## src/rtl/pc_seq_ctrl_pkg.sv

```systemverilog
// pc_seq_ctrl_pkg: shared state encodings, reset/exception constants and requester codes
// for the fetch-stage PC sequencing controller.
package pc_seq_ctrl_pkg;

    localparam logic [31:0] INIT_32        = 32'h0000_0000;
    localparam logic [31:0] EXC_VECTOR_DEF = 32'h0000_0180;

    typedef enum logic [1:0] {
        ST_RUN  = 2'd0,
        ST_WAIT = 2'd1,
        ST_HOLD = 2'd2
    } state_e;

    typedef enum logic [2:0] {
        REQ_NONE,
        REQ_EXC,
        REQ_REDIR,
        REQ_WAIT,
        REQ_STALL
    } req_e;

endpackage

```

## src/rtl/pc_seq_ctrl_if.sv

```systemverilog
// pc_seq_ctrl_if: pipeline-side requests into the PC sequencer and its PC-register controls.
// master = pipeline/requesters, slave = the controller.
interface pc_seq_ctrl_if;

    logic [31:0] pc_cur;
    logic        imem_ready;
    logic        ld_use_stall;
    logic        redir_valid;
    logic [31:0] redir_target;
    logic        exc_req;
    logic [31:0] pc_next;
    logic        pc_pause;
    logic        flush_ifid;
    logic        flush_idex;
    logic [1:0]  ctrl_state;

    modport master (
        output pc_cur, imem_ready, ld_use_stall, redir_valid, redir_target, exc_req,
        input  pc_next, pc_pause, flush_ifid, flush_idex, ctrl_state
    );

    modport slave (
        input  pc_cur, imem_ready, ld_use_stall, redir_valid, redir_target, exc_req,
        output pc_next, pc_pause, flush_ifid, flush_idex, ctrl_state
    );

endinterface

```

## src/rtl/pc_seq_ctrl_prio.sv

```systemverilog
// pc_seq_prio: combinational requester priority (exception > redirect > imem wait > load-use).
// In HOLD the squashed redirect and stall requests are masked; only an exception can re-target.
module pc_seq_prio
    import pc_seq_ctrl_pkg::*;
#(
    parameter logic [31:0] EXC_VECTOR = EXC_VECTOR_DEF
) (
    input  logic        hold_i,
    input  logic        exc_req_i,
    input  logic        redir_valid_i,
    input  logic [31:0] redir_target_i,
    input  logic        imem_ready_i,
    input  logic        ld_use_stall_i,
    output req_e        req_o,
    output logic [31:0] target_o,
    output logic        flush_ifid_o,
    output logic        flush_idex_o
);

    assign req_o = exc_req_i                    ? REQ_EXC   :
                   (redir_valid_i && !hold_i)   ? REQ_REDIR :
                   !imem_ready_i                ? REQ_WAIT  :
                   (ld_use_stall_i && !hold_i)  ? REQ_STALL : REQ_NONE;

    assign target_o     = exc_req_i ? EXC_VECTOR : redir_target_i;
    assign flush_ifid_o = (req_o == REQ_EXC) || (req_o == REQ_REDIR);
    assign flush_idex_o = flush_ifid_o || (req_o == REQ_STALL);

endmodule

```

## src/rtl/pc_seq_ctrl.sv

```systemverilog
// pc_seq_ctrl: fetch-stage PC sequencing FSM (RUN/WAIT/HOLD) holding redirects across imem waits.
// Optional PC_SEQ_STALL_CNT_EN adds saturating stall_cycles and redir_count outputs.
module pc_seq_ctrl
    import pc_seq_ctrl_pkg::*;
#(
    parameter logic [31:0] RESET_VECTOR = INIT_32,
    parameter logic [31:0] EXC_VECTOR   = EXC_VECTOR_DEF,
    parameter int unsigned INSTR_BYTES  = 4
) (
    input  logic         clk,
    input  logic         rst,
    pc_seq_ctrl_if.slave bus
`ifdef PC_SEQ_STALL_CNT_EN
    ,
    output logic [31:0]  stall_cycles,
    output logic [31:0]  redir_count
`endif
);

    state_e      state_q, state_d;
    logic [31:0] pend_q, pend_d;
    logic [31:0] pc_next_c, target;
    logic        pause_c, flush_ifid_c, flush_idex_c;
    req_e        req;

    pc_seq_prio #(.EXC_VECTOR(EXC_VECTOR)) u_prio (
        .hold_i         (state_q == ST_HOLD),
        .exc_req_i      (bus.exc_req),
        .redir_valid_i  (bus.redir_valid),
        .redir_target_i (bus.redir_target),
        .imem_ready_i   (bus.imem_ready),
        .ld_use_stall_i (bus.ld_use_stall),
        .req_o          (req),
        .target_o       (target),
        .flush_ifid_o   (flush_ifid_c),
        .flush_idex_o   (flush_idex_c)
    );

    // WAIT re-evaluates the RUN rules every cycle, so it needs no branch of its own.
    always_comb begin
        state_d   = ST_RUN;
        pend_d    = pend_q;
        pc_next_c = bus.pc_cur + 32'(INSTR_BYTES);
        pause_c   = 1'b0;
        if (flush_ifid_c) begin
            pc_next_c = bus.imem_ready ? target : bus.pc_cur;
            pause_c   = !bus.imem_ready;
            state_d   = bus.imem_ready ? ST_RUN : ST_HOLD;
            pend_d    = bus.imem_ready ? pend_q : target;
        end else if (state_q == ST_HOLD) begin
            pc_next_c = bus.imem_ready ? pend_q : bus.pc_cur;
            pause_c   = !bus.imem_ready;
            state_d   = bus.imem_ready ? ST_RUN : ST_HOLD;
        end else if (req == REQ_WAIT) begin
            pc_next_c = bus.pc_cur;
            pause_c   = 1'b1;
            state_d   = ST_WAIT;
        end else if (req == REQ_STALL) begin
            pc_next_c = bus.pc_cur;
            pause_c   = 1'b1;
        end
    end

    always_ff @(posedge clk) begin
        if (rst) begin
            state_q <= ST_RUN;
            pend_q  <= RESET_VECTOR;
        end else begin
            state_q <= state_d;
            pend_q  <= pend_d;
        end
    end

    assign bus.pc_next    = rst ? RESET_VECTOR : pc_next_c;
    assign bus.pc_pause   = !rst && pause_c;
    assign bus.flush_ifid = rst || flush_ifid_c;
    assign bus.flush_idex = rst || flush_idex_c;
    assign bus.ctrl_state = state_q;

`ifdef PC_SEQ_STALL_CNT_EN
    logic [31:0] stall_q, redir_q;

    always_ff @(posedge clk) begin
        if (rst) begin
            stall_q <= '0;
            redir_q <= '0;
        end else begin
            if (pause_c && stall_q != '1) stall_q <= stall_q + 32'd1;
            if (flush_ifid_c && redir_q != '1) redir_q <= redir_q + 32'd1;
        end
    end

    assign stall_cycles = stall_q;
    assign redir_count  = redir_q;
`endif

endmodule

```

## src/flat_wrapper.sv

```systemverilog
// flat-port wrapper written by rule: the top's interface ports become plain ports
module pc_seq_ctrl_flat import pc_seq_ctrl_pkg::*;
#(
    parameter logic [31:0] RESET_VECTOR = INIT_32,
    parameter logic [31:0] EXC_VECTOR   = EXC_VECTOR_DEF,
    parameter int unsigned INSTR_BYTES  = 4
)
  (clk, rst, bus_pc_cur, bus_imem_ready, bus_ld_use_stall, bus_redir_valid, bus_redir_target, bus_exc_req, bus_pc_next, bus_pc_pause, bus_flush_ifid, bus_flush_idex, bus_ctrl_state);
  pc_seq_ctrl_if bus_i ();
  input  logic clk;
  input  logic rst;
  input wire logic [$bits(bus_i.pc_cur)-1:0] bus_pc_cur;
  input wire logic [$bits(bus_i.imem_ready)-1:0] bus_imem_ready;
  input wire logic [$bits(bus_i.ld_use_stall)-1:0] bus_ld_use_stall;
  input wire logic [$bits(bus_i.redir_valid)-1:0] bus_redir_valid;
  input wire logic [$bits(bus_i.redir_target)-1:0] bus_redir_target;
  input wire logic [$bits(bus_i.exc_req)-1:0] bus_exc_req;
  output wire logic [$bits(bus_i.pc_next)-1:0] bus_pc_next;
  output wire logic [$bits(bus_i.pc_pause)-1:0] bus_pc_pause;
  output wire logic [$bits(bus_i.flush_ifid)-1:0] bus_flush_ifid;
  output wire logic [$bits(bus_i.flush_idex)-1:0] bus_flush_idex;
  output wire logic [$bits(bus_i.ctrl_state)-1:0] bus_ctrl_state;
  assign bus_i.pc_cur = bus_pc_cur;
  assign bus_i.imem_ready = bus_imem_ready;
  assign bus_i.ld_use_stall = bus_ld_use_stall;
  assign bus_i.redir_valid = bus_redir_valid;
  assign bus_i.redir_target = bus_redir_target;
  assign bus_i.exc_req = bus_exc_req;
  assign bus_pc_next = bus_i.pc_next;
  assign bus_pc_pause = bus_i.pc_pause;
  assign bus_flush_ifid = bus_i.flush_ifid;
  assign bus_flush_idex = bus_i.flush_idex;
  assign bus_ctrl_state = bus_i.ctrl_state;
  pc_seq_ctrl #(.RESET_VECTOR(RESET_VECTOR), .EXC_VECTOR(EXC_VECTOR), .INSTR_BYTES(INSTR_BYTES)) u_core (.clk(clk), .rst(rst), .bus(bus_i));
endmodule
```

## config.mk

```make
export PLATFORM = sky130hd
export DESIGN_NAME = pc_seq_ctrl_flat
export DESIGN_NICKNAME = d
export VERILOG_FILES = /design/src/rtl/pc_seq_ctrl_pkg.sv /design/src/rtl/pc_seq_ctrl_if.sv /design/src/rtl/pc_seq_ctrl_prio.sv /design/src/rtl/pc_seq_ctrl.sv /design/src/flat_wrapper.sv
export SDC_FILE = /design/constraint.sdc
export NUM_CORES = 1
export LEC_CHECK = 0
export ABC_CLOCK_PERIOD_IN_PS = 4400
export CAP_MARGIN = 20
export CORE_UTILIZATION = 25
export CTS_CLUSTER_DIAMETER = 100
export DETAILED_ROUTE_END_ITERATION = 7
export MAX_ROUTING_LAYER = met4
export PLACE_DENSITY = 0.57
export SKIP_LAST_GASP = 1
export SLEW_MARGIN = 20
export SYNTH_ARGS = -nofsm -noshare
export SYNTH_HDL_FRONTEND = slang
export SYNTH_SLANG_ARGS = --single-unit
```

## constraint.sdc

```tcl
create_clock -name clk -period 4.4 [get_ports clk]
set_input_delay 1.32 -clock clk [delete_from_list [all_inputs] [get_ports clk]]
set_output_delay 1.32 -clock clk [all_outputs]
set_load 0.05 [all_outputs]
```

After elaboration in Yosys (flattened, before gate mapping)
Cells that the tools add are included.

word-level totals
  flip-flop bits (word level) = 34
  input port bits = 70

operators by class
  add/sub/neg operators = 1
  equal/unequal tests = 5
  multiplexer cells = 20
  bitwise gates (word level) = 1
  reduce and logical (&&, ||, !) cells = 11

operators with widths
  operator                 number
  $mux W32                 8
  $add A32 B3 Y32 const B  1
  $mux W3                  4
  $eq A3 B2 Y1 const B     2
  $mux W2                  3
  $mux W1                  5
  $logic_or A1 B1 Y1       4
  $eq A3 B1 Y1 const B     1
  $eq A3 B3 Y1 const B     1
  $logic_and A1 B1 Y1      3
  $logic_not A1 Y1         3
  $eq A2 B2 Y1 const B     1
  $reduce_and A2 Y1        1
  $not A1 Y1               1

Longest topological paths before layout
Gate-level depths: netlist (run 1).

  depth after elaboration = 13
  gate-level depth with buffers = 8

Modules after synthesis
Synthesis (run 1) repeated with hierarchy kept, for this count alone.

second synthesis, totals
  cell total of the unflattened synthesis = 461
  area, all modules = 2,994.1 um^2

by module, submodules not included
  module       times used  cells an instance  area each (um^2)
  pc_seq_ctrl  1           417                2,698.8
  pc_seq_prio  1           44                 295.3

Least setup slack after synthesis (run 1)
Ideal clock, no wire load.

  path type = input port to output port
  from = input port bus_exc_req
  to = output port bus_pc_next[3]
  arrival time = 4,796 ps
  required time = 3,080 ps
  path slack = -1,716 ps
  stages on the path = 6
  path buffers = 2
  path through = clkbuf_1 -> a21oi_1 -> clkbuf_1 -> nand2_1 -> mux2i_1 -> a2111oi_0

between the ends
  cells in the longest elaborated chain, start to end = 7
  elaborated cells on any way between the ends = 13
  those cells by class = eq/ne (4); mux (8); reduce/logical (1)

ends and longest elaborated chain
  element          line                    RTL
  start, declared  flat_wrapper.sv:17      input wire logic [$bits(bus_i.exc_req)-1:0] bus_exc_req;
  $mux W3          pc_seq_ctrl_prio.sv:20  assign req_o = exc_req_i ? REQ_EXC :
  $eq A3 B3 Y1     pc_seq_ctrl.sv:58       end else if (req == REQ_STALL) begin
  $mux W32         pc_seq_ctrl.sv:58
  $mux W32         pc_seq_ctrl.sv:54       end else if (req == REQ_WAIT) begin
  $mux W32         pc_seq_ctrl.sv:50       end else if (state_q == ST_HOLD) begin
  $mux W32 (*)     pc_seq_ctrl.sv:45       if (flush_ifid_c) begin
  $mux W32 (*)     pc_seq_ctrl.sv:74       assign bus.pc_next = rst ? RESET_VECTOR : pc_next_c;
  end, declared    flat_wrapper.sv:18      output wire logic [$bits(bus_i.pc_next)-1:0] bus_pc_next;

Mark *: on every way between the ends. The rest lies on a longest branch, timed or not.

Worst setup path in the final report (run 1)
  from = input port bus_redir_valid
  to = output port bus_pc_next[14]

between the ends
  cells in the longest elaborated chain, start to end = 9
  elaborated cells on any way between the ends = 13
  those cells by class = eq/ne (4); mux (7); reduce/logical (2)

ends and longest elaborated chain
  element                  line                    RTL
  start, declared          flat_wrapper.sv:15      input wire logic [$bits(bus_i.redir_valid)-1:0] bus_redir_valid;
  $logic_and A1 B1 Y1 (*)  pc_seq_ctrl_prio.sv:21  (redir_valid_i && !hold_i) ? REQ_REDIR :
  $mux W3 (*)              pc_seq_ctrl_prio.sv:21
  $mux W3 (*)              pc_seq_ctrl_prio.sv:20
  $eq A3 B3 Y1             pc_seq_ctrl.sv:58
  $mux W32                 pc_seq_ctrl.sv:58
  $mux W32                 pc_seq_ctrl.sv:54
  $mux W32                 pc_seq_ctrl.sv:50
  $mux W32 (*)             pc_seq_ctrl.sv:45
  $mux W32 (*)             pc_seq_ctrl.sv:74

Marked as above.

==> impl_metrics.py, run 1 <==
metrics = {
    "sta": {
        "total_of_endpoints_with_negative_setup_slack_in_the_final_report": 0,
        "worst_clock_skew_ns": 0.00356,
        "max-slew-margin-rel_pct": 51.0,
        "final_max_slew_viols": 0,
        "max_clock_freq_mhz": 228,
        "final_period_minus_worst_setup_slack_ns": 4.38,
        "worst_hold_slack_ns": 0.451,
        "unrepaired_setup_endpoints_after_global_routing": "true",
        "worst_slew_pin_slew_ns": 0.733,
        "post-route-period-util_pct": 99.5,
        "setup_slack_of_the_critical_path_after_layout_ns": 0.0234,
        "final-hold-violation-count": 0,
        "fin_setup_tns_ns": 0,
    },
    "setup_path": {
        "crit_path_max_incr_delay_ns": 0.41,
        "timing.critical_path.buf_inv": 4,
        "startpoint_type": "primary input",
        "critPathArrivalTime_ns": 3.06,
        "path_length_in_cells_of_the_critical_path": 7,
        "critPathKind": "in2out",
        "cpLargestDelayFamily": "buffers and inverters",
        "worst_r2r_endpoint": "u_core.pend_q[2]",
        "crit_path_end": "bus_pc_next[14]",
        "cp-startpoint": "bus_redir_valid",
        "critPathRequiredTime_ns": 3.08,
        "reg2reg_depth": 7,
        "reg2reg_setup_slack_ns": 2.17,
        "cell_by_cell_listing_of_the_critical_path": "clkdlybuf4s15_2, buf_4, or3_1, buf_6, o31ai_1, o311a_1, buf_12",
        "cp_max_fo": 12,
        "endpoint_kind": "output port",
        "critical_path.reg2reg.startpoint": "u_core.bus.ctrl_state[0]",
        "timing.critical_path.slowest_stage_cell": "sky130_fd_sc_hd__or3_1",
    },
    "floorplanning": {
        "placeable_area_um2": 12800,
        "die_h_um": 117,
        "std_cell_rows": 41,
        "fp.dieArea_um2": 13800,
        "initial_core_util_pct": 26.0,
        "die-width_um": 117,
        "io-pin-count": 107,
    },
    "drt": {
        "detail_route.iter0.violations": 346,
        "detail_route_antenna_nets": 0,
        "avg_vias_per_cell": 5.44,
        "vias": 4599,
        "first_pass_iters": 5,
        "routed_wire_length_per_instance_um": 17.8,
        "finalWirelength_um": 15000,
        "drcViolationCount": 0,
    },
    "clock_network": {
        "cts-root-to-sink-buffers": 2,
        "cts-root-buf": "sky130_fd_sc_hd__clkbuf_16",
        "tritoncts": "yes",
        "cts_buffers": 5,
        "clkTransAtPathRegs_ns": 0.05,
        "numClockSinks": 34,
        "clk-insertion-delay-late_ns": 0.28,
        "cts-htree-levels": 2,
    },
    "finish": {
        "core_occupancy_in_the_finished_layout_pct": 47.6,
        "antennaDiodeCount": 0,
        "most_common_cell_after_layout_fill_and_taps_aside": "sky130_fd_sc_hd__buf_4",
        "layout_cells_sized_above_1_pct": 35.2,
        "finalNetCount": 746,
        "layout.cells.most_common_list": "sky130_fd_sc_hd__buf_4, sky130_fd_sc_hd__nand2_1, sky130_fd_sc_hd__a21oi_1",
        "flow.area_growth_from_synthesis_pct": 83.3,
    },
    "grt": {
        "initial_antenna_violation_count": 0,
        "via_count_of_the_first_global_routing_pass": 4649,
        "globalRouteTotalUtil_pct": 22.4,
        "overflow": 0,
        "first_pass_grt_wire_length_um": 24200,
        "grt_max_degree": 60,
    },
    "placement": {
        "hpwlAfterDp_um": 11100,
        "place_ws_ns": -0.593,
        "routabilityCongestion": 0.908,
        "port_buffers": 106,
    },
    "power": {
        "vdd.ir_drop.worst_uv": 152,
        "powerDensity_nw_per_um2": 208,
        "p_leak_nw": 2.34,
    },
    "yosys": {
        "postSynthRegisterBits": 34,
        "synthesis.yosys.warnings": 0,
        "synth-edff-count": 0,
        "syn_inst": 502,
        "synth.yosys.seq_area_share_pct": 20.4,
        "synth.lib_cells_used.distinct": 54,
        "post_synth.cell_area_avg_um2": 6.64,
        "postSynth.topFlopCell": "sky130_fd_sc_hd__dfxtp_1",
        "async_flop_share_pct": 0,
        "syn_nets": 573,
        "post_synth_instance_area_um2": 3330,
    },
    "flow_run": {
        "cap_viol_max_count": 0,
    },
    "min_path": {
        "timing.hold.worst.class": "reg2reg",
        "timing.hold.worst.start": "u_core.pend_q[30]",
    },
    "outcome": {
        "run_status": "finished, final reports clean",
    },
}
==> cells by family after synthesis <==
| group | after synthesis | synth area share, % |
|---|---|---|
| xor gates and xnor gates | 9 | 2.37 |
| muxes | 3 | 0.939 |
| AOI/OAI and AO/OA | 183 | 36.2 |
| adders and majority gates | 1 | 0.375 |
| buffers and inverters | 58 | 6.68 |
| DFF | 34 | 20.4 |
| and+or+nand+nor | 214 | 33.0 |
==> metrics by stage <==
stage          std cells  total power, mW  area, µm²
6_report             846             1.27       6110
5_1_grt              846             1.33       6110
4_1_cts              842             1.27       6030
3_5_place_dp         830            0.920       5750
3_3_place_gp         830            0.915       5740
2_1_floorplan        502            0.620       3570
==> worst min-delay path, stage by stage, from the launching register on <==
cell                      delay [ns]
sky130_fd_sc_hd__dfxtp_1        0.31
sky130_fd_sc_hd__nand2_1        0.05
sky130_fd_sc_hd__a21oi_1        0.05
==> where the power goes <==
part / total, mW / switching [mW] / internal (mW)
logic: 0.603 / 0.327 / 0.276
registers: 0.328 / 0.00705 / 0.321
clock network: 0.343 / 0.124 / 0.219
==> sequential cells by signal (all words and copies together), names as in the netlist <==
signal,cells
u_core.pend_q,32
u_core.bus.ctrl_state,2
==> worst min path at each step <==
stage | to | slack, ns | cells past startpoint
after floorplan | u_core.pend_q[9] | 0.43 | 2
after global placement | u_core.pend_q[9] | 0.44 | 2
after detailed placement | u_core.pend_q[20] | 0.44 | 2
after CTS | u_core.pend_q[20] | 0.45 | 2
after global routing | u_core.pend_q[21] | 0.47 | 2
final | u_core.pend_q[30] | 0.45 | 2
==> repair_timing <==
action                                  CTS  global route
gates resized for setup                 106            29
endpoints found under the setup margin   33            24
setup buffers                             7             4
hold buffers                              0             0
pin swaps                                24            22
==> synthesized netlist by cell type (8+ instances only) <==
| master | instances | area, µm² |
|---|---|---|
| sky130_fd_sc_hd__nand3b_1 | 29 | 218 |
| sky130_fd_sc_hd__clkbuf_1 | 42 | 158 |
| sky130_fd_sc_hd__o21ai_0 | 18 | 90.1 |
| sky130_fd_sc_hd__or3_1 | 8 | 50.1 |
| sky130_fd_sc_hd__nand2_1 | 86 | 323 |
| sky130_fd_sc_hd__a21o_1 | 15 | 113 |
| sky130_fd_sc_hd__nor3_1 | 16 | 80.1 |
| sky130_fd_sc_hd__nand3_1 | 10 | 50.1 |
| sky130_fd_sc_hd__dfxtp_1 | 34 | 681 |
| sky130_fd_sc_hd__a21oi_1 | 75 | 375 |
| sky130_fd_sc_hd__inv_1 | 8 | 30.0 |
| sky130_fd_sc_hd__nor2_1 | 24 | 90.1 |
| sky130_fd_sc_hd__a211oi_1 | 14 | 105 |
==> layout make-up <==
| type | count | area (µm²) |
|---|---|---|
| inverters | 8 | 30.0 |
| multi-input cells | 410 | 2870 |
| well taps | 172 | 215 |
| fillers | 1276 | 6720 |
| repair buffers | 216 | 2170 |
| flip-flops and latches | 34 | 681 |
| clock buffers | 6 | 139 |
==> routing by layer <==
metal	GRT usage, %	up-vias	share of wire [%]
met5	-	-	0
met4	8.93	0	3.4
met3	2.97	28	4.4
met2	36.9	141	49
met1	27.5	2247	43
li1	-	2183	-
Power figures use the tool's default switching activity.
==> run 2, diff against run 1 <==
Settings changed: TNS_END_PERCENT set to 10.
==> run 2 against run 1 <==
  * The flow now finishes with violations (negative setup slack)
  * Global-route usage is 0.45 points higher
  * First-iteration DRC count increased by 16%
  * Power shrank 0.44%
  * Register-to-register slack worse by 0.02 ns
  * Largest cell class unchanged
==> impl_metrics.py, run 2 (same netlist as run 1, synthesis figures left out) <==
metrics = {
    "outcome": {
        "run_status": "finished, violations left",
        "failed_checks": "negative setup slack",
    },
    "setup_path": {
        "worst_r2r_endpoint": "u_core.pend_q[15]",
        "critPathArrivalTime_ns": 3.15,
        "startpoint_type": "primary input",
        "critPathKind": "in2out",
        "reg2reg_depth": 7,
        "critPathRequiredTime_ns": 3.08,
        "reg2reg_setup_slack_ns": 2.15,
        "critical_path.reg2reg.startpoint": "u_core.bus.ctrl_state[0]",
        "cp_max_fo": 7,
        "endpoint_kind": "output port",
    },
    "clock_network": {
        "numClockSinks": 34,
        "cts-root-to-sink-buffers": 2,
        "cts-htree-levels": 2,
        "clkTransAtPathRegs_ns": 0.05,
        "tritoncts": "yes",
        "cts-root-buf": "sky130_fd_sc_hd__clkbuf_16",
        "ctsHoldBuffers": 0,
        "clk-insertion-delay-late_ns": 0.28,
        "cts_buffers": 5,
    },
    "power": {
        "comb_power_share_pct": 46.2,
        "swShare_pct": 35.7,
        "powerDensity_nw_per_um2": 213,
        "netSwitchingPower_uw": 453,
        "clock_power_share_pct": 28.0,
        "intPower_uw": 815,
        "p_leak_nw": 2.31,
        "sequentialPowerShare_pct": 25.8,
        "vdd.ir_drop.worst_uv": 141,
    },
    "floorplanning": {
        "fp.dieArea_um2": 13800,
        "io-pin-count": 107,
        "die_h_um": 117,
        "placeable_area_um2": 12800,
        "std_cell_rows": 41,
        "die-width_um": 117,
        "initial_core_util_pct": 26.0,
    },
    "sta": {
        "worst_clock_skew_ns": 0.00559,
        "final_period_minus_worst_setup_slack_ns": 4.47,
        "post-route-period-util_pct": 102,
        "final-hold-violation-count": 0,
        "max-slew-margin-rel_pct": 49.8,
        "worst_slew_pin_slew_ns": 0.751,
        "final_max_slew_viols": 0,
        "unrepaired_setup_endpoints_after_global_routing": "true",
        "max_clock_freq_mhz": 224,
        "fin_setup_tns_ns": -0.646,
        "setup_slack_of_the_critical_path_after_layout_ns": -0.0713,
        "total_of_endpoints_with_negative_setup_slack_in_the_final_report": 18,
    },
    "finish": {
        "finalNetCount": 749,
        "antennaDiodeCount": 0,
        "area_used_by_multi_input_combinational_logic_um2": 2660,
        "layout.cells.most_common_list": "sky130_fd_sc_hd__buf_4, sky130_fd_sc_hd__nand2_1, sky130_fd_sc_hd__a21oi_1",
        "most_common_cell_after_layout_fill_and_taps_aside": "sky130_fd_sc_hd__buf_4",
        "stdcell_area_um2": 5950,
        "layout_cells_sized_above_1_pct": 30.0,
        "max_reg_flops": 32,
        "final-instance-count-excl-fill": 851,
        "layout.filler_cells": 1300,
        "flow.area_growth_from_synthesis_pct": 78.6,
        "layout.area.seq_um2": 681,
        "registers.top_by_ff_count": "u_core.pend_q",
    },
    "grt": {
        "globalRouteTotalUtil_pct": 22.8,
        "overflow": 0,
        "initial_antenna_violation_count": 0,
        "grt_max_degree": 62,
        "via_count_of_the_first_global_routing_pass": 4639,
        "first_pass_grt_wire_length_um": 24400,
    },
    "drt": {
        "drcViolationCount": 0,
        "finalWirelength_um": 15300,
        "vias": 4624,
        "routed_wire_length_per_instance_um": 18.0,
        "detail_route.iter0.violations": 402,
        "detail_route_antenna_nets": 0,
        "avg_vias_per_cell": 5.43,
        "first_pass_iters": 5,
    },
    "min_path": {
        "timing.hold.worst.start": "u_core.pend_q[10]",
        "timing.hold.worst.class": "reg2reg",
        "holdPathEnd": "u_core.pend_q[10]",
        "worst_hold_path.num_cells": 2,
    },
    "placement": {
        "dpl_cell_area_um2": 5650,
        "placedCellCount": 838,
        "port_buffers": 106,
        "hpwlAfterDp_um": 11400,
        "place_ws_ns": -0.573,
        "routabilityCongestion": 0.930,
    },
    "flow_run": {
        "cap_viol_max_count": 0,
    },
}
-- run 2: power by group through the flow --
| stage | sequential, mW | combinational (mW) | clock, mW |
|---|---|---|---|
| 3_3_place_gp | 0.333 | 0.572 | 0 |
| 2_1_floorplan | 0.335 | 0.264 | 0 |
| 4_1_cts | 0.327 | 0.583 | 0.360 |
| 3_5_place_dp | 0.334 | 0.576 | 0 |
| 5_1_grt | 0.329 | 0.619 | 0.378 |
| 6_report | 0.328 | 0.586 | 0.355 |
-- run 2: worst max-delay path, stage by stage --
cell,delay (ns)
sky130_fd_sc_hd__dlygate4sd2_1,0.28
sky130_fd_sc_hd__buf_6,0.15
sky130_fd_sc_hd__a21o_1,0.18
sky130_fd_sc_hd__buf_4,0.16
sky130_fd_sc_hd__o2111ai_1,0.21
sky130_fd_sc_hd__mux2_2,0.39
sky130_fd_sc_hd__a211oi_4,0.29
sky130_fd_sc_hd__buf_12,0.18
-- run 2: area by class of cell --
class,count,area share [%]
clock buffer,7,2.40
clock inverter,1,0.0841
inverter,8,0.505
multi-input combinational,410,44.7
sequential,34,11.4
tap,172,3.62
timing repair buffer,219,37.3
-- run 2: routing by layer --
metal  part of all wire (%)  track usage, %  vias up
met5                      0               -        -
met2                     47            36.5      195
li1                       -               -     2205
met1                     43            28.2     2191
met4                    4.2            10.3        0
met3                    5.4            3.45       33
-- run 2: repair_timing --
| action | in CTS | in global routing |
|---|---|---|
| endpoints found under the setup margin | 31 | 27 |
| setup buffers | 3 | 2 |
| gates resized for setup | 83 | 3 |
| pin swaps | 21 | 3 |
-- run 2: stage by stage --
| step | total power [mW] | hold slack, ns | utilization [%] |
|---|---|---|---|
| 4_1_cts | 1.27 | 0.451 | 46.2 |
| 3_3_place_gp | 0.905 | 0.439 | 44.0 |
| 5_1_grt | 1.33 | 0.466 | 46.4 |
| 6_report | 1.27 | 0.450 | 46.4 |
| 2_1_floorplan | 0.599 | 0.429 | - |
| 3_5_place_dp | 0.910 | 0.445 | 44.1 |
-- run 2: worst max-delay path by stage --
stage / to / cells past startpoint / start
after floorplan: bus_pc_next[15] / 7 / bus_imem_ready
after global placement: bus_pc_next[28] / 11 / bus_pc_cur[2]
after detailed placement: bus_pc_next[31] / 7 / bus_pc_cur[16]
after CTS: bus_pc_next[28] / 11 / bus_pc_cur[3]
after global routing: bus_pc_next[29] / 8 / bus_pc_cur[9]
final: bus_pc_next[7] / 8 / bus_redir_valid
==> run 3, diff against run 2 <==
Settings changed: ABC_CLOCK_PERIOD_IN_PS 4400 to 4470, PLACE_DENSITY 0.57 to unset, TNS_END_PERCENT 10 to 1.
Clock period 4.4 ns to 4.47 ns, I/O delays scaled along.
==> run 3 against run 2 <==
  * The flow still finishes with violations (negative setup slack)
  * Worst hold slack better by 0.0027 ns
  * Wire length is 1.8% higher
  * Critical path depth unchanged
  * Clock skew increased by 0.0012 ns
  * Count of clock-buffer cells in the layout stayed put
  * Non-clock buffer count grew 13
  * First-iteration DRC count decreased by 8.0%
  * Cell area up 3.6%
  * Power grew 0.32%
  * Worst setup slack improved by 0.022 ns
  * Sequential cell count stayed put
  * Largest cell class unchanged
==> impl_metrics.py, run 3 (same netlist as run 1, synthesis figures left out) <==
metrics = {
    "finish": {
        "layout.area.seq_um2": 681,
        "area_used_by_multi_input_combinational_logic_um2": 2740,
        "final-instance-count-excl-fill": 864,
        "layout_cells_sized_above_1_pct": 33.7,
        "most_common_cell_after_layout_fill_and_taps_aside": "sky130_fd_sc_hd__buf_4",
        "layout.cells.most_common_list": "sky130_fd_sc_hd__buf_4, sky130_fd_sc_hd__nand2_1, sky130_fd_sc_hd__a21oi_1",
        "antennaDiodeCount": 0,
        "layout.filler_cells": 1268,
        "registers.top_by_ff_count": "u_core.pend_q",
        "flow.area_growth_from_synthesis_pct": 85.0,
        "finalNetCount": 762,
        "max_reg_flops": 32,
    },
    "placement": {
        "routabilityCongestion": 0.917,
        "place_ws_ns": -0.610,
        "placedCellCount": 844,
        "port_buffers": 106,
        "hpwlAfterDp_um": 11400,
    },
    "drt": {
        "detail_route_antenna_nets": 0,
        "drcViolationCount": 0,
        "routed_wire_length_per_instance_um": 18.1,
        "first_pass_iters": 5,
        "finalWirelength_um": 15600,
        "avg_vias_per_cell": 5.48,
        "detail_route.iter0.violations": 370,
        "vias": 4734,
    },
    "setup_path": {
        "endpoint_kind": "output port",
        "crit_path_max_incr_delay_ns": 0.44,
        "timing.critical_path.buf_inv": 3,
        "critPathRequiredTime_ns": 3.13,
        "cp_max_fo": 5,
        "cpLargestDelayFamily": "compound AO/OA/AOI/OAI gates",
        "cell_by_cell_listing_of_the_critical_path": "clkbuf_2, nand3_2, or3_4, a211o_4, buf_6, xor2_1, a211oi_2, clkbuf_16",
        "critPathArrivalTime_ns": 3.18,
        "startpoint_type": "primary input",
        "timing.critical_path.slowest_stage_cell": "sky130_fd_sc_hd__or3_4",
        "critPathKind": "in2out",
    },
    "sta": {
        "final-hold-violation-count": 0,
        "worst_clock_skew_ns": 0.00682,
        "final_period_minus_worst_setup_slack_ns": 4.52,
        "max-slew-margin-rel_pct": 50.7,
        "setup_slack_of_the_critical_path_after_layout_ns": -0.0497,
        "final_max_slew_viols": 0,
        "post-route-period-util_pct": 101,
        "max_clock_freq_mhz": 221,
        "unrepaired_setup_endpoints_after_global_routing": "true",
        "worst_slew_pin_slew_ns": 0.738,
        "total_of_endpoints_with_negative_setup_slack_in_the_final_report": 10,
    },
    "grt": {
        "grt_max_degree": 54,
        "via_count_of_the_first_global_routing_pass": 4592,
        "globalRouteTotalUtil_pct": 22.7,
        "overflow": 0,
        "initial_antenna_violation_count": 0,
        "first_pass_grt_wire_length_um": 24400,
    },
    "clock_network": {
        "tritoncts": "yes",
        "cts_buffers": 5,
        "cts-root-buf": "sky130_fd_sc_hd__clkbuf_16",
        "cts-root-to-sink-buffers": 2,
        "numClockSinks": 34,
        "ctsHoldBuffers": 0,
        "clk-insertion-delay-late_ns": 0.28,
        "clkTransAtPathRegs_ns": 0.05,
        "cts-htree-levels": 2,
    },
    "outcome": {
        "failed_checks": "negative setup slack",
        "run_status": "finished, violations left",
    },
    "power": {
        "total_power_mw": 1.27,
        "p_leak_nw": 2.43,
        "vdd.ir_drop.worst_uv": 124,
        "powerDensity_nw_per_um2": 206,
    },
    "floorplanning": {
        "initial_core_util_pct": 26.0,
        "fp.dieArea_um2": 13800,
        "placeable_area_um2": 12800,
        "io-pin-count": 107,
        "std_cell_rows": 41,
        "die_h_um": 117,
        "die-width_um": 117,
    },
    "min_path": {
        "timing.hold.worst.class": "reg2reg",
    },
    "flow_run": {
        "cap_viol_max_count": 0,
    },
}
## run 3: power by group
| group | internal (mW) | switching [mW] | total (mW) |
|---|---|---|---|
| clock network | 0.221 | 0.134 | 0.355 |
| registers | 0.316 | 0.00713 | 0.323 |
| logic | 0.277 | 0.317 | 0.594 |
## run 3: metal layers
| layer | vias to the layer above | global-route usage (%) | share of wire [%] |
|---|---|---|---|
| li1 | 2225 | - | - |
| met1 | 2312 | 28.4 | 43 |
| met2 | 172 | 38.1 | 50 |
| met3 | 25 | 2.29 | 4.7 |
| met4 | 0 | 7.39 | 2.5 |
| met5 | - | - | 0 |
## run 3: metrics by stage
step | hold slack (ns) | area (µm²) | utilization (%) | TNS [ns]
after floorplan | 0.429 | 3390 | - | -4.38
after global placement | 0.438 | 5680 | 44.3 | -10.34
after detailed placement | 0.446 | 5690 | 44.4 | -10.32
after CTS | 0.453 | 6080 | 47.4 | -2.58
after global routing | 0.471 | 6160 | 48.1 | -1.11
final | 0.453 | 6160 | 48.1 | -0.159
## run 3: repair_timing
item                                    CTS  global route
endpoints found under the setup margin   32            27
endpoints found under the hold margin     0             0
buffers inserted                          8             5
gates cloned                              0             0
pin swaps                                19            16
gates resized for setup                  67            49
## run 3: area by class of cell
class,instances,share of cell area [%]
sequential,34,11.0
multi-input combinational,410,44.5
clock inverter,1,0.0812
tap,172,3.49
inverter,8,0.487
timing repair buffer,232,38.1
clock buffer,7,2.31
## run 3: final timing paths
kind / slack [ns] / to / start / cells after the start
worst max-delay path: -0.05 / bus_pc_next[21] / bus_pc_cur[14] / 8
worst min-delay path: 0.45 / u_core.pend_q[10] / u_core.pend_q[10] / 2
worst max register to register: 2.16 / u_core.pend_q[5] / u_core.bus.ctrl_state[0] / 7
worst min register to register: 0.45 / u_core.pend_q[10] / u_core.pend_q[10] / 2
## run 3: worst register-to-register path: stages, from the launching register on
cell and delay, ns:
sky130_fd_sc_hd__dfxtp_1 0.36, sky130_fd_sc_hd__nand2b_1 0.43, sky130_fd_sc_hd__a21o_4 0.38, sky130_fd_sc_hd__buf_4 0.16
sky130_fd_sc_hd__nand2_1 0.32, sky130_fd_sc_hd__buf_4 0.36, sky130_fd_sc_hd__nand2_1 0.09, sky130_fd_sc_hd__a21oi_1 0.14
